**src/rtl/hazard_fwd_unit.sv**
```systemverilog
// hazard_fwd_unit
//   Operand-forwarding and load-use hazard control for a 5-stage pipeline.
//   Shadows the destination info of the instructions in EX, MEM and WB,
//   produces the registered EX-operand mux selects and a combinational stall.
//
//   Build option: HAZARD_FWD_EN
//     defined   : full forwarding; only load-use dependences stall.
//     undefined : selects held at 00; any EX/MEM producer of a used source
//                 stalls until it reaches WB.
//
// Ports
//   clk_i          clock, rising edge
//   rst_i          synchronous reset, active low
//   id_rs_i/rt_i   source register fields of the ID instruction
//   id_rs_use_i    ID instruction reads rs
//   id_rt_use_i    ID instruction reads rt
//   id_rd_i        destination of the ID instruction
//   id_regwrite_i  ID instruction writes the register file
//   id_memread_i   ID instruction is a load
//   flush_i        ID instruction is squashed and enters EX as a bubble
//   stall_o        hold PC and IF/ID, bubble into ID/EX (combinational)
//   fwd_a_o/b_o    EX operand selects: 00 regfile, 01 MEM/WB, 10 EX/MEM
//   stall_cnt_o    saturating count of stall cycles
module hazard_fwd_unit #(
  parameter int CNT_W = 16
) (
  input  logic             clk_i,
  input  logic             rst_i,
  input  logic [4:0]       id_rs_i,
  input  logic [4:0]       id_rt_i,
  input  logic             id_rs_use_i,
  input  logic             id_rt_use_i,
  input  logic [4:0]       id_rd_i,
  input  logic             id_regwrite_i,
  input  logic             id_memread_i,
  input  logic             flush_i,
  output logic             stall_o,
  output logic [1:0]       fwd_a_o,
  output logic [1:0]       fwd_b_o,
  output logic [CNT_W-1:0] stall_cnt_o
);

  typedef struct packed {
    logic       valid;
    logic [4:0] rd;
    logic       regwrite;
    logic       memread;
  } slot_t;

  slot_t ex_slot, mem_slot, wb_slot;

  logic ex_prod_rs, ex_prod_rt, mem_prod_rs, mem_prod_rt;
  logic [1:0] sel_a, sel_b;
  logic bubble;

  // Write-first register file: a WB producer needs no action, so the WB
  // slot and the downstream memread bits are tracked but not consumed.
  logic unused_slot_bits;
  assign unused_slot_bits = ^{wb_slot, mem_slot.memread, ex_slot.memread};

  // Register 0 never produces.
  assign ex_prod_rs  = ex_slot.valid  & ex_slot.regwrite  & (ex_slot.rd  == id_rs_i) & (id_rs_i != 5'd0);
  assign ex_prod_rt  = ex_slot.valid  & ex_slot.regwrite  & (ex_slot.rd  == id_rt_i) & (id_rt_i != 5'd0);
  assign mem_prod_rs = mem_slot.valid & mem_slot.regwrite & (mem_slot.rd == id_rs_i) & (id_rs_i != 5'd0);
  assign mem_prod_rt = mem_slot.valid & mem_slot.regwrite & (mem_slot.rd == id_rt_i) & (id_rt_i != 5'd0);

  // Nearer producer wins.
  assign sel_a = (id_rs_use_i & ex_prod_rs)  ? 2'b10 :
                 (id_rs_use_i & mem_prod_rs) ? 2'b01 : 2'b00;
  assign sel_b = (id_rt_use_i & ex_prod_rt)  ? 2'b10 :
                 (id_rt_use_i & mem_prod_rt) ? 2'b01 : 2'b00;

`ifdef HAZARD_FWD_EN
  assign stall_o = ~flush_i & ex_slot.memread &
                   ((id_rs_use_i & ex_prod_rs) | (id_rt_use_i & ex_prod_rt));
`else
  assign stall_o = ~flush_i &
                   ((id_rs_use_i & (ex_prod_rs | mem_prod_rs)) |
                    (id_rt_use_i & (ex_prod_rt | mem_prod_rt)));
`endif

  assign bubble = stall_o | flush_i;

  always_ff @(posedge clk_i) begin
    if (!rst_i) begin
      ex_slot     <= '0;
      mem_slot    <= '0;
      wb_slot     <= '0;
      fwd_a_o     <= 2'b00;
      fwd_b_o     <= 2'b00;
      stall_cnt_o <= '0;
    end else begin
      wb_slot  <= mem_slot;
      mem_slot <= ex_slot;
      if (bubble) begin
        ex_slot <= '0;
        fwd_a_o <= 2'b00;
        fwd_b_o <= 2'b00;
      end else begin
        ex_slot <= '{valid: 1'b1, rd: id_rd_i, regwrite: id_regwrite_i,
                     memread: id_memread_i};
`ifdef HAZARD_FWD_EN
        fwd_a_o <= sel_a;
        fwd_b_o <= sel_b;
`else
        fwd_a_o <= 2'b00;
        fwd_b_o <= 2'b00;
`endif
      end
      if (stall_o && (stall_cnt_o != {CNT_W{1'b1}}))
        stall_cnt_o <= stall_cnt_o + 1'b1;
    end
  end

`ifndef HAZARD_FWD_EN
  logic unused_sel;
  assign unused_sel = ^{sel_a, sel_b};
`endif

endmodule

```
**config.mk**
```make
export PLATFORM = sky130hd
export DESIGN_NAME = hazard_fwd_unit
export DESIGN_NICKNAME = d
export VERILOG_FILES = /design/src/rtl/hazard_fwd_unit.sv
export SDC_FILE = /design/constraint.sdc
export NUM_CORES = 1
export LEC_CHECK = 0
export BUFFER_PORTS_ARGS = -buffer_cell sky130_fd_sc_hd__buf_2
export CORE_UTILIZATION = 48
export CTS_BUF_LIST = sky130_fd_sc_hd__clkbuf_2 sky130_fd_sc_hd__clkbuf_4 sky130_fd_sc_hd__clkbuf_8
export DETAILED_ROUTE_END_ITERATION = 16
export GPL_ROUTABILITY_DRIVEN = 1
export HOLD_SLACK_MARGIN = 0.08
export MAX_ROUTING_LAYER = met4
export PLACE_DENSITY = 0.85
export SLEW_MARGIN = 10
export SYNTH_ARGS = -nofsm -noshare
export SYNTH_HDL_FRONTEND = slang
export SYNTH_SLANG_ARGS = --single-unit
```
**constraint.sdc**
```tcl
create_clock -name clk_i -period 1.91 [get_ports clk_i]
set_input_delay 0.2865 -clock clk_i [delete_from_list [all_inputs] [get_ports clk_i]]
set_output_delay 0.2865 -clock clk_i [all_outputs]
set_load 0.01 [all_outputs]
```
==> out/results.tsv <==
metric	value	unit
rsz0062_at_grt	true	
cp_data_required_time	1.62	ns
cts_tree	yes	
synth_warnings	0	
die_y	58.6	µm
fin_skew	0.00790	ns
ys.flop_type	dfxtp_1	
hold_viol	0	
avgSynthCellArea	8.74	µm²
place_inst	262	
synthTopCellsByArea	dfxtp_1 39%, xnor2_1 11%, and2_1 5.3%	
synth_area_leader_cell	dfxtp_1	
netlist.area_leader.share	39.0	%
numCtsBuffers	5	
async_flop_share	0	%
wl_per_cell	13.3	µm
drt_iter0_drc	45	
grt_remaining_overflow	0	
die-width	58.6	µm
antenna_cells	0	
finalNonFillerCells	280	
netlist_top_cells_count	30 x dfxtp_1, 20 x xnor2_1, 16 x nand2_1, 13 x and2_1	
post-route-drc-count	0	
io_buffers	37	
cp_top_family	simple AND/OR/NAND/NOR gates	
slowest_stage	or4_4	
clk-insertion-delay-late	0.33	ns
path_max_fanout	6	
powerDensity	571	mW/mm²
htree_levels	2	
ioPinCount	43	
firstDrtPassIters	4	
rows	20	
core_area	0.00305	mm²
root_buffer	clkbuf_4	
worstSetupPathType	input port to output pin	
layout_min_cycle_time	2.02	ns
ys_ff_latch	30	
outcome	finished, violations left	
nFillCells	257	
clockBufferDepth	2	
synthesis.area	0.00154	mm²
max_stage_delay	0.52	ns
grt.total_usage	23.6	%
start_util	50.4	%
period_share	106	%
synth_cell_types	35	
clkSinkCount	30	
drv_cap	0	
ant_nets	0	
hold_buffers	0	
antenna_found_initial	0	
area_delta_synth_final	33.3	%
finalWirelength	3730	µm
die_area	0.00344	mm²
multi_input_comb_area	936	µm²
arrival	1.73	ns
crit_path_end_kind	output pin	
num_vias	1504	
design_area	0.00205	mm²
crit_chain	buf_8 -> or4_4 -> o21a_1 -> nor2b_4 -> a22oi_4 -> inv_2 -> buf_6	
cp-start-kind	input port	
violations	setup timing	
grt_pass1_wl	5830	µm
crit_buf_inv	3	
final_util	67.2	%
grt_max_degree	18	
clkTransAtPathRegs	0.08	ns
finalSetupViolations	5	
irDropWorstVdd	0.486	mV
setup_ws	-0.108	ns
synthMostInstantiatedCell	dfxtp_1	
synth-edff-count	0	
yosysSeqAreaShare	39.0	%
fmax	496	MHz
syn_inst	176	
viasPerCell	5.37	
drive_gt1_share	36.4	%
worstHoldPathType	input port to flop	
gp_congestion	0.836	
place_area	0.00181	mm²
regArea	609	µm²
power_leakage	0.832	nW
final_nets	258	
first_global_vias	1333	
dp_hpwl	2450	µm
report.final.slew_viol_count	0	
-- repair_timing --
action | 4_1_cts | 5_1_grt
pin swaps | 6 | 7
setup endpoints to repair | 8 | 13
resized for setup | 14 | 12
buffers inserted | 5 | 5
-- state kept, by name, indices dropped and copies added (netlist names) --
register and count:
mem_slot 7, stall_cnt_o 16, ex_slot 7
-- cells in the final DEF, fill, tap and decap left out, types with 2 or more instances in the layout --
cell	n
a21oi_1	10
and2_1	13
and4_1	2
buf_2	33
buf_4	22
buf_8	2
clkbuf_4	6
conb_1	4
dfxtp_1	23
dfxtp_2	7
inv_1	3
mux2i_1	3
nand2_1	16
nand2b_1	2
nand3_1	11
nand4_1	6
nor2_1	6
nor3_1	4
nor4_2	2
o211ai_1	2
o21ai_0	5
o22ai_2	2
o31ai_1	5
or3_1	3
or4_1	7
xnor2_1	18
xnor2_2	2
-- cells by family after synthesis --
group / synth area share [%]
AOI/OAI and AO/OA: 13.2
xor gates and xnor gates: 11.4
adders and majority gates: 0.813
buffers and inverters: 4.88
DFF: 39.0
muxes: 1.95
other: 0.244
and+or+nand+nor: 28.5
-- layout make-up --
cell class                 count  area share, %
timing repair buffer          58           18.1
inverter                       4          0.732
clock buffer                   7           2.87
multi-input combinational    136           45.6
clock inverter                 1          0.244
sequential                    30           29.7
tap                           44           2.68
-- worst paths after layout --
path | startpoint | end | slack, ns | depth (start not counted)
worst min-delay path | id_rd_i[4] | ex_slot[6] | 0.15 | 2
worst min register to register | stall_cnt_o[6] | stall_cnt_o[6] | 0.51 | 2
worst max register to register | mem_slot[3] | stall_cnt_o[4] | -0.06 | 7
worst max-delay path | id_rt_i[2] | stall_o | -0.11 | 7
-- through the flow --
step	setup TNS [ns]	hold slack (ns)	power, W	setup WS [ns]
final	-0.280	0.153	0.00117	-0.108
after global routing	-1.12	0.136	0.00123	-0.144
after CTS	-0.126	0.138	0.00117	-0.106
after detailed placement	-3.45	0.490	0.000763	-0.245
after global placement	-1.80	0.470	0.000759	-0.164
after floorplan	0	0.408	0.000720	0.0222
-- power by group --
| group | internal, W | switching, W |
|---|---|---|
| Combinational | 0.0000659 | 0.0000542 |
| Sequential | 0.000636 | 0.0000114 |
| Clock | 0.000192 | 0.000211 |
-- metal layers --
metal  vias to the layer above  global-route usage (%)  part of all wire [%]
li1                        749                       -                     -
met1                       707                    27.9                    44
met2                        37                    36.6                    50
met3                        11                    6.81                   3.4
met4                         0                    11.9                   3.1
met5                         -                       -                     0
-- worst register-to-register path, cell delays in order (launching register included) --
cell	delay, ns
dfxtp_2	0.34
xnor2_1	0.16
nand4_1	0.15
o22ai_2	0.26
a22oi_4	0.14
buf_4	0.19
or4_1	0.53
a21oi_2	0.13
Power figures use the tool's default switching activity.
